File: src/rtl/button_events_pkg.sv
// rtl/button_events_pkg.sv - shared types and constants for the button event block
//
// Purpose: FSM state encoding and the bit order used by consumers that bundle
// the event pulses into a single vector.
package button_events_pkg;

  typedef enum logic [1:0] {
    IDLE      = 2'd0,
    PRESSED   = 2'd1,
    LONG_HELD = 2'd2
  } state_t;

  // Event-bus bit positions
  localparam int EV_PRESS   = 0;
  localparam int EV_RELEASE = 1;
  localparam int EV_SHORT   = 2;
  localparam int EV_LONG    = 3;
  localparam int EV_REPEAT  = 4;
  localparam int EV_WIDTH   = 5;

endpackage

File: src/rtl/button_events_if.sv
// rtl/button_events_if.sv - button level in, UI event pulses out
//
// Purpose: bundles the debounced button level and the event outputs.
// Ports (signals):
//   i_BTN     debounced level, 1 = pressed
//   o_PRESS   one-cycle pulse on press
//   o_RELEASE one-cycle pulse on any release
//   o_SHORT   one-cycle pulse on release before the long threshold
//   o_LONG    one-cycle pulse when the long threshold is reached
//   o_REPEAT  one-cycle pulse at each auto-repeat interval after o_LONG
//   o_HELD    level, 1 while a press is in progress
// Modports: master drives i_BTN (button source), slave drives the events.
interface button_events_if;

  logic i_BTN;
  logic o_PRESS;
  logic o_RELEASE;
  logic o_SHORT;
  logic o_LONG;
  logic o_REPEAT;
  logic o_HELD;

  modport master (
    output i_BTN,
    input  o_PRESS, o_RELEASE, o_SHORT, o_LONG, o_REPEAT, o_HELD
  );

  modport slave (
    input  i_BTN,
    output o_PRESS, o_RELEASE, o_SHORT, o_LONG, o_REPEAT, o_HELD
  );

endinterface

File: src/rtl/button_events_tick_prescaler.sv
// rtl/button_events_tick_prescaler.sv - restartable clock-to-tick divider
//
// Purpose: emits one tick every p_DIVIDER enabled cycles; clear restarts the
// count so tick phase is aligned to an external event.
// Ports:
//   clock    rising-edge clock
//   reset_n  asynchronous active-low reset
//   clear    synchronous restart to 0 (wins over enable)
//   enable   count advances only while high
//   tick     high on the enabled cycle where count == p_DIVIDER-1
module tick_prescaler #(
  parameter int p_DIVIDER = 5
) (
  input  logic clock,
  input  logic reset_n,
  input  logic clear,
  input  logic enable,
  output logic tick
);

  localparam int W = (p_DIVIDER > 1) ? $clog2(p_DIVIDER) : 1;

  logic [W-1:0] count;
  logic         at_end;

  assign at_end = (count == W'(p_DIVIDER - 1));
  assign tick   = enable & at_end;

  always_ff @(posedge clock or negedge reset_n) begin
    if (!reset_n) begin
      count <= '0;
    end else if (clear) begin
      count <= '0;
    end else if (enable) begin
      count <= at_end ? '0 : count + 1'b1;
    end
  end

endmodule

File: src/rtl/button_events.sv
// rtl/button_events.sv - turns a debounced button level into UI event pulses
//
// Purpose: press / release / short-click / long-press / auto-repeat pulses,
// all registered and one cycle wide, timed in prescaler ticks that restart
// on every press.
// Ports:
//   i_SYS_CLOCK  system clock, rising edge
//   i_RESET_N    asynchronous active-low reset
//   bus          button_events_if.slave (i_BTN in, event pulses and o_HELD out)
module button_events
  import button_events_pkg::*;
#(
  parameter int p_DIVIDER      = 5,
  parameter int p_LONG_TICKS   = 3,
  parameter int p_REPEAT_TICKS = 2
) (
  input logic              i_SYS_CLOCK,
  input logic              i_RESET_N,
  button_events_if.slave   bus
);

  localparam int HMAX = (p_LONG_TICKS > p_REPEAT_TICKS) ? p_LONG_TICKS : p_REPEAT_TICKS;
  localparam int HW   = (HMAX > 1) ? $clog2(HMAX) : 1;

  state_t        state;
  logic [HW-1:0] hold;
  logic          btn_q;
  logic          tick;
  logic          rise;
  logic          press_q, release_q, short_q, long_q, repeat_q, held_q;

  // IDLE is only entered by reset or a release, so btn_q is 0 there and a
  // level already high out of reset still counts as a rising edge.
  assign rise = bus.i_BTN & ~btn_q;

  // Clearing throughout IDLE makes the first tick land exactly p_DIVIDER
  // cycles after the press edge.
  tick_prescaler #(.p_DIVIDER(p_DIVIDER)) u_prescaler (
    .clock   (i_SYS_CLOCK),
    .reset_n (i_RESET_N),
    .clear   (state == IDLE),
    .enable  (state != IDLE),
    .tick    (tick)
  );

  always_ff @(posedge i_SYS_CLOCK or negedge i_RESET_N) begin
    if (!i_RESET_N) begin
      state     <= IDLE;
      hold      <= '0;
      btn_q     <= 1'b0;
      press_q   <= 1'b0;
      release_q <= 1'b0;
      short_q   <= 1'b0;
      long_q    <= 1'b0;
      repeat_q  <= 1'b0;
      held_q    <= 1'b0;
    end else begin
      btn_q     <= bus.i_BTN;
      press_q   <= 1'b0;
      release_q <= 1'b0;
      short_q   <= 1'b0;
      long_q    <= 1'b0;
      repeat_q  <= 1'b0;
      case (state)
        IDLE: begin
          hold   <= '0;
          held_q <= rise;
          if (rise) begin
            press_q <= 1'b1;
            state   <= PRESSED;
          end
        end
        PRESSED: begin
          held_q <= bus.i_BTN;
          // Release is tested first so it wins over a coincident threshold tick.
          if (!bus.i_BTN) begin
            release_q <= 1'b1;
            short_q   <= 1'b1;
            hold      <= '0;
            state     <= IDLE;
          end else if (tick) begin
            if (hold == HW'(p_LONG_TICKS - 1)) begin
              long_q <= 1'b1;
              hold   <= '0;
              state  <= LONG_HELD;
            end else begin
              hold <= hold + 1'b1;
            end
          end
        end
        LONG_HELD: begin
          held_q <= bus.i_BTN;
          if (!bus.i_BTN) begin
            release_q <= 1'b1;
            hold      <= '0;
            state     <= IDLE;
          end else if (tick) begin
            if (hold == HW'(p_REPEAT_TICKS - 1)) begin
              repeat_q <= 1'b1;
              hold     <= '0;
            end else begin
              hold <= hold + 1'b1;
            end
          end
        end
        default: begin
          state  <= IDLE;
          hold   <= '0;
          held_q <= 1'b0;
        end
      endcase
    end
  end

  assign bus.o_PRESS   = press_q;
  assign bus.o_RELEASE = release_q;
  assign bus.o_SHORT   = short_q;
  assign bus.o_LONG    = long_q;
  assign bus.o_REPEAT  = repeat_q;
  assign bus.o_HELD    = held_q;

endmodule

File: src/flat_wrapper.sv
// flat-port wrapper written by rule: the top's interface ports become plain ports
module button_events_flat import button_events_pkg::*;
#(
  parameter int p_DIVIDER      = 5,
  parameter int p_LONG_TICKS   = 3,
  parameter int p_REPEAT_TICKS = 2
)
  (i_SYS_CLOCK, i_RESET_N, bus_i_BTN, bus_o_PRESS, bus_o_RELEASE, bus_o_SHORT, bus_o_LONG, bus_o_REPEAT, bus_o_HELD);
  button_events_if bus_i ();
  input logic i_SYS_CLOCK;
  input logic i_RESET_N;
  input wire logic [$bits(bus_i.i_BTN)-1:0] bus_i_BTN;
  output wire logic [$bits(bus_i.o_PRESS)-1:0] bus_o_PRESS;
  output wire logic [$bits(bus_i.o_RELEASE)-1:0] bus_o_RELEASE;
  output wire logic [$bits(bus_i.o_SHORT)-1:0] bus_o_SHORT;
  output wire logic [$bits(bus_i.o_LONG)-1:0] bus_o_LONG;
  output wire logic [$bits(bus_i.o_REPEAT)-1:0] bus_o_REPEAT;
  output wire logic [$bits(bus_i.o_HELD)-1:0] bus_o_HELD;
  assign bus_i.i_BTN = bus_i_BTN;
  assign bus_o_PRESS = bus_i.o_PRESS;
  assign bus_o_RELEASE = bus_i.o_RELEASE;
  assign bus_o_SHORT = bus_i.o_SHORT;
  assign bus_o_LONG = bus_i.o_LONG;
  assign bus_o_REPEAT = bus_i.o_REPEAT;
  assign bus_o_HELD = bus_i.o_HELD;
  button_events #(.p_DIVIDER(p_DIVIDER), .p_LONG_TICKS(p_LONG_TICKS), .p_REPEAT_TICKS(p_REPEAT_TICKS)) u_core (.i_SYS_CLOCK(i_SYS_CLOCK), .i_RESET_N(i_RESET_N), .bus(bus_i));
endmodule
File: config.mk
export PLATFORM = sky130hd
export DESIGN_NAME = button_events_flat
export DESIGN_NICKNAME = d
export VERILOG_FILES = /design/src/rtl/button_events_pkg.sv /design/src/rtl/button_events_if.sv /design/src/rtl/button_events_tick_prescaler.sv /design/src/rtl/button_events.sv /design/src/flat_wrapper.sv
export SDC_FILE = /design/constraint.sdc
export NUM_CORES = 1
export LEC_CHECK = 0
export ABC_AREA = 0
export ABC_CLOCK_PERIOD_IN_PS = 3900
export CORE_MARGIN = 5
export CORE_UTILIZATION = 56
export DETAILED_ROUTE_END_ITERATION = 10
export PLACE_DENSITY = 0.76
export SLEW_MARGIN = 0
export SYNTH_ARGS = -nofsm -noshare
export SYNTH_HDL_FRONTEND = slang
export SYNTH_HIERARCHICAL = 1
export SYNTH_SLANG_ARGS = --single-unit
File: constraint.sdc
create_clock -name i_SYS_CLOCK -period 3.9 [get_ports i_SYS_CLOCK]
set_clock_uncertainty 0.2 [all_clocks]
set_input_delay 1.17 -clock i_SYS_CLOCK [delete_from_list [all_inputs] [get_ports i_SYS_CLOCK]]
set_output_delay 1.17 -clock i_SYS_CLOCK [all_outputs]
set_load 0.05 [all_outputs]
## Word-level counts from Yosys, hierarchy flattened

Index checks and enable logic that the tools add are counted.

| storage, ports and cells | value |
|---|---|
| flip-flop bits (word level) | 14 |
| input port bits | 3 |
| output and inout port bits | 6 |
| logic and storage cells | 61 |

| cells by class | value |
|---|---|
| $add $sub $neg | 2 |
| equality and inequality tests | 10 |
| muxes and demuxes | 30 |
| bitwise operators | 3 |
| reduce and logical (&&, ||, !) cells | 6 |

Operators by type and width:

| cell | count |
|---|---|
| 2-to-1 mux 2 bit | 11 |
| 2-to-1 mux 1 bit | 13 |
| 2-to-1 mux 3 bit | 3 |
| != test 3 x 2 -> 1 bit (second input constant) | 3 |
| case mux 2 bit (3 select lines) | 1 |
| equality test 2 x 1 -> 1 bit (second input constant) | 2 |
| equality test 2 bit (second input constant) | 2 |
| case mux 2 bit (2 select lines) | 1 |
| AND reduction 4 bit | 1 |
| nonzero test 2 bit | 2 |
| adder 3 x 1 -> 3 bit (second input constant) | 1 |
| equality test 3 bit (second input constant) | 1 |
| adder 2 x 1 -> 2 bit (second input constant) | 1 |
| bitwise AND 1 bit | 2 |
| zero test 2 bit | 1 |
| != test 2 x 1 -> 1 bit (second input constant) | 1 |
| != test 2 bit (second input constant) | 1 |
| case mux 1 bit (2 select lines) | 1 |
| AND reduction 2 bit | 1 |
| OR reduction 2 bit | 1 |
| NOT 1 bit | 1 |

## Depth between registers and ports, before layout

| depth | value |
|---|---|
| depth in word-level cells | 5 |
| depth in mapped cells | 7 |
| depth with buffers taken out | 7 |

## Modules after synthesis

The synthesis kept the hierarchy.

Modules (own cells, without submodules):

| module | times used | cells each | area an instance (um^2) | sequential area each (um^2) |
|---|---|---|---|---|
| button_events | 1 | 51 | 556.8 | 275.3 |
| tick_prescaler | 1 | 17 | 173.9 | 75.1 |

## Worst setup path before layout

No wires, ideal clock.

| timing path | value |
|---|---|
| kind | input to register |
| start | input port bus_i_BTN |
| end | register u_core.state[1] |
| setup time | 0.122 ns |
| data arrival time | 1.754 ns |
| path slack | 1.824 ns |
| stages on the path | 4 |
| path buffers | 1 |
| cells stage by stage | buf_6 -> nor2b_4 -> nand2b_4 -> a32o_1 |

| on the way | value |
|---|---|
| word-level cells in the longest chain between the ends | 3 |
| elaborated cells between the ends (all ways) | 8 |
| classes of those cells | 4 x eq/ne; 2 x mux; 1 x bitwise; 1 x reduce/logical |

Ends and longest elaborated chain:

| what | line | source |
|---|---|---|
| from (decl) | flat_wrapper.sv:12 | `input wire logic [$bits(bus_i.i_BTN)-1:0] bus_i_BTN;` |
| bitwise AND 1 bit | button_events.sv:34 | `assign rise = bus.i_BTN & ~btn_q;` |
| != test 2 x 1 -> 1 bit (no source line) | n/a |  |
| AND reduction 4 bit (no source line) | n/a |  |
| to (signal assigned) | button_events.sv:48 | `state <= IDLE;` |
| to (signal assigned) | button_events.sv:70 | `state <= PRESSED;` |
| to (signal assigned) | button_events.sv:80 | `state <= IDLE;` |
| to (decl) | button_events.sv:25 | `state_t state;` |

Several ways; a longest one is shown, not always the timed one.
A chain may end at the register's enable or synchronous reset.

## Worst setup path in the final report

| timing path | value |
|---|---|
| start | register u_core.short_q (netlist: u_core/bus.o_SHORT) |
| end | output port bus_o_SHORT |

RTL lines:

| what | line | source |
|---|---|---|
| from (decl) | button_events.sv:30 | `logic press_q, release_q, short_q, long_q, repeat_q, held_q;` |
| from (signal assigned) | button_events.sv:53 | `short_q <= 1'b0;` |
| from (signal assigned) | button_events.sv:61 | `short_q <= 1'b0;` |
| from (signal assigned) | button_events.sv:78 | `short_q <= 1'b1;` |
| to (decl) | flat_wrapper.sv:15 | `output wire logic [$bits(bus_i.o_SHORT)-1:0] bus_o_SHORT;` |

No word-level cell between the ends.

==> run_results.csv <==
group,metric,value,unit
final_layout,final_common_cell,"dfrtp_1",
power_and_ir_drop,p_total,450,uW
yosys,netlist_area,731,um2
drt,drt-vias-per-instance,5.69,
drt,drc_errors,0,
global_routing,grt_max_degree,15,
floorplan,core_area,1270,um2
clock_network,cts_tree,"yes",
yosys,netlist_instances,68,
critical_path,crit_buf_inv,1,
final_layout,n_antenna_cell,0,
floorplan,die_h,46.1,um
floorplan,std_cell_rows,13,
critical_path,critPathArrivalTime,1400,ps
drt,vias,535,
sta,drv_slew,0,
final_layout,nets,89,
floorplan,die-area,2130,um2
flow_run,max_cap_violations,0,
final_layout,area_delta_synth_final,17.0,%
power_and_ir_drop,p_leak,0.400,nW
power_and_ir_drop,p_per_area,527,nW/um2
critical_path,worst_setup_path_end_kind,"output pin",
global_routing,antenna_found_initial,0,
drt,antenna_left,0,
final_layout,final_cell_count_no_fill,94,
drt,post_drt_wl_per_cell,13.9,um
clock_network,cts_root_buf,"clkbuf_4",
global_routing,first_global_vias,503,
critical_path,cp.required,2530,ps
floorplan,die_w,46.1,um
place,place_inst,90,
sta,maxSlewHeadroom,0.591,
final_layout,multi_input_area,343,um2
yosys,synth_cell_type_count,27,
place,routabilityCongestion,0.868,
drt,dr.pass1.iters,4,
place,port_buffers,8,
final_layout,final_cell_mix,"dfrtp_1 (14), clkdlybuf4s50_1 (8), inv_1 (7)",
critical_path,startpoint_type,"register",
critical_path,crit_type,"register to output pin",
global_routing,use_met3,0.0352,
clock_network,cts_resized,0,
global_routing,grt_util_met2,0.231,
sta,setup_tns,0,ps
sta,holdWs,366,ps
global_routing,grt_util_met1,0.200,
sta,rsz0062_at_grt,"no",
clock_network,cts.sinks,14,
yosys,ys_warn_count,6,
status,status,"finished clean",
place,place_hpwl,958,um
final_layout,nFillCells,109,
final_layout,drive_above_1_share,0.101,
clock_network,htreeDepth,1,
yosys,avgSynthCellArea,10.7,um2
power_and_ir_drop,ir_worst_vdd,0.000336,V
global_routing,globalRouteOverflowTotal,0,
sta,period_minus_slack,2770,ps
critical_path,crit_slowest_cell,"clkdlybuf4s50_1",
sta,hold_viol_final,0,
clock_network,cts_buffers,3,
drt,routed_wl,1310,um
clock_network,insertion_delay,270,ps
sta,fmaxAchievable,361,MHz
worst_hold_path,hold_path_class,"register to register",
global_routing,gr-usage-all-layers,0.151,
critical_path,critPathTopFamily,"buffers and inverters",
final_layout,seq_area,350,um2
yosys,syn_nets,77,
place,dpl_worst_slack,1250,ps
clock_network,post_cts_buffers,0,
clock_network,cts.reportedPaths.clkPinSlew,80,ps
floorplan,num_io_pins,9,
clock_network,cts_hold_buf,0,
floorplan,start_util,0.576,
sta,finalWorstSetupSlack,1130,ps
critical_path,cp_cell_sequence,"clkdlybuf4s50_1",
global_routing,grt-busiest-layer,"met2",
sta,fin_crit_sh,0.710,
yosys,yosys_register_bits,14,
sta,setup_viol,0,
yosys,ys_seq_area_frac,0.479,
global_routing,grt_pass1_wl,2270,um
clock_network,cts_buffer_depth,2,
drt,dr.first_iter.drc_count,26,
critical_path,crit_path_max_incr_delay,790,ps
sta,worst_pin_slew,611,ps
critical_path,critPathMaxFanout,1,
-- synth_stat cells --
| cell | number | area share |
|---|---|---|
| dfrtp_1 | 14 | 0.48 |
| inv_1 | 7 | 0.036 |
| ha_1 | 6 | 0.10 |
| nand2_1 | 5 | 0.026 |
| a21oi_1 | 4 | 0.027 |
| nor2_1 | 4 | 0.021 |
| nand3b_1 | 3 | 0.031 |
| a32o_1 | 2 | 0.027 |
| and2b_1 | 2 | 0.021 |
| nand2b_1 | 2 | 0.017 |
| nand3_1 | 2 | 0.014 |
| o21ai_0 | 2 | 0.014 |
| a21o_1 | 1 | 0.010 |
| a31o_1 | 1 | 0.012 |
| and3_1 | 1 | 0.0086 |
| and3_2 | 1 | 0.010 |
| and3b_1 | 1 | 0.012 |
| buf_6 | 1 | 0.015 |
| mux2i_1 | 1 | 0.014 |
| nand2b_4 | 1 | 0.019 |
| nor2b_4 | 1 | 0.019 |
| nor3_2 | 1 | 0.014 |
| nor3b_1 | 1 | 0.010 |
| o211a_1 | 1 | 0.014 |
| o211ai_1 | 1 | 0.010 |
| o21ai_1 | 1 | 0.0068 |
| o21bai_1 | 1 | 0.010 |
-- cell families after synthesis --
group / count (synthesis) / share of synthesized area
compound gates: 14 / 0.132
fa+ha+maj: 6 / 0.103
simple gates: 25 / 0.221
buf+inv: 8 / 0.0514
flops: 14 / 0.479
mux: 1 / 0.0137
-- state kept, by name, summed over array words and instances (netlist names) --
register                  cells
u_core/state                  2
u_core/u_prescaler/count      3
u_core/hold                   2
u_core/bus.o_PRESS            1
u_core/bus.o_SHORT            1
u_core/bus.o_REPEAT           1
u_core/bus.o_HELD             1
u_core/bus.o_LONG             1
u_core/bus.o_RELEASE          1
u_core/btn_q                  1
-- stage by stage --
| step | instance area, um2 | utilization |
|---|---|---|
| 6_report | 855 | 0.674 |
| 5_1_grt | 855 | 0.674 |
| 4_1_cts | 855 | 0.674 |
| 3_5_place_dp | 818 | 0.645 |
| 3_3_place_gp | 818 | 0.645 |
| 2_1_floorplan | 731 | - |
-- path summary, 6_finish.rpt --
path	start	to	slack, ps	depth (start not counted)
setup / recovery	u_core/bus.o_SHORT$_DFF_PN0_	bus_o_SHORT	1130	1
hold / removal	u_core/u_prescaler/count[1]$_DFFE_PN0P_	u_core/u_prescaler/count[1]$_DFFE_PN0P_	370	2
setup reg to reg	u_core/state[1]$_DFFE_PN0P_	u_core/state[0]$_DFFE_PN0P_	1680	7
hold reg to reg	u_core/u_prescaler/count[1]$_DFFE_PN0P_	u_core/u_prescaler/count[1]$_DFFE_PN0P_	370	2
max in group asynchronous	i_RESET_N	u_core/u_prescaler/count[0]$_DFFE_PN0P_	2040	1
min in group asynchronous	i_RESET_N	u_core/bus.o_RELEASE$_DFF_PN0_	1070	1
-- layout make-up --
type	instances	area share
clock buffer	4	0.0425
inverter	7	0.0307
multi-input combinational	46	0.401
sequential	14	0.410
tap	15	0.0220
timing repair buffer	8	0.0937
-- report_power, final --
group,switching [mW],internal [mW]
Sequential,0.0127,0.165
Clock,0.0458,0.0568
Combinational,0.108,0.0627
-- metal layers --
metal | vias up | share of wire
met3 | 2 | 0.068
met5 | - | 0
met2 | 18 | 0.45
met1 | 260 | 0.47
li1 | 255 | -
met4 | 0 | 0.0092
No activity file was read; power rests on OpenSTA's default activity.
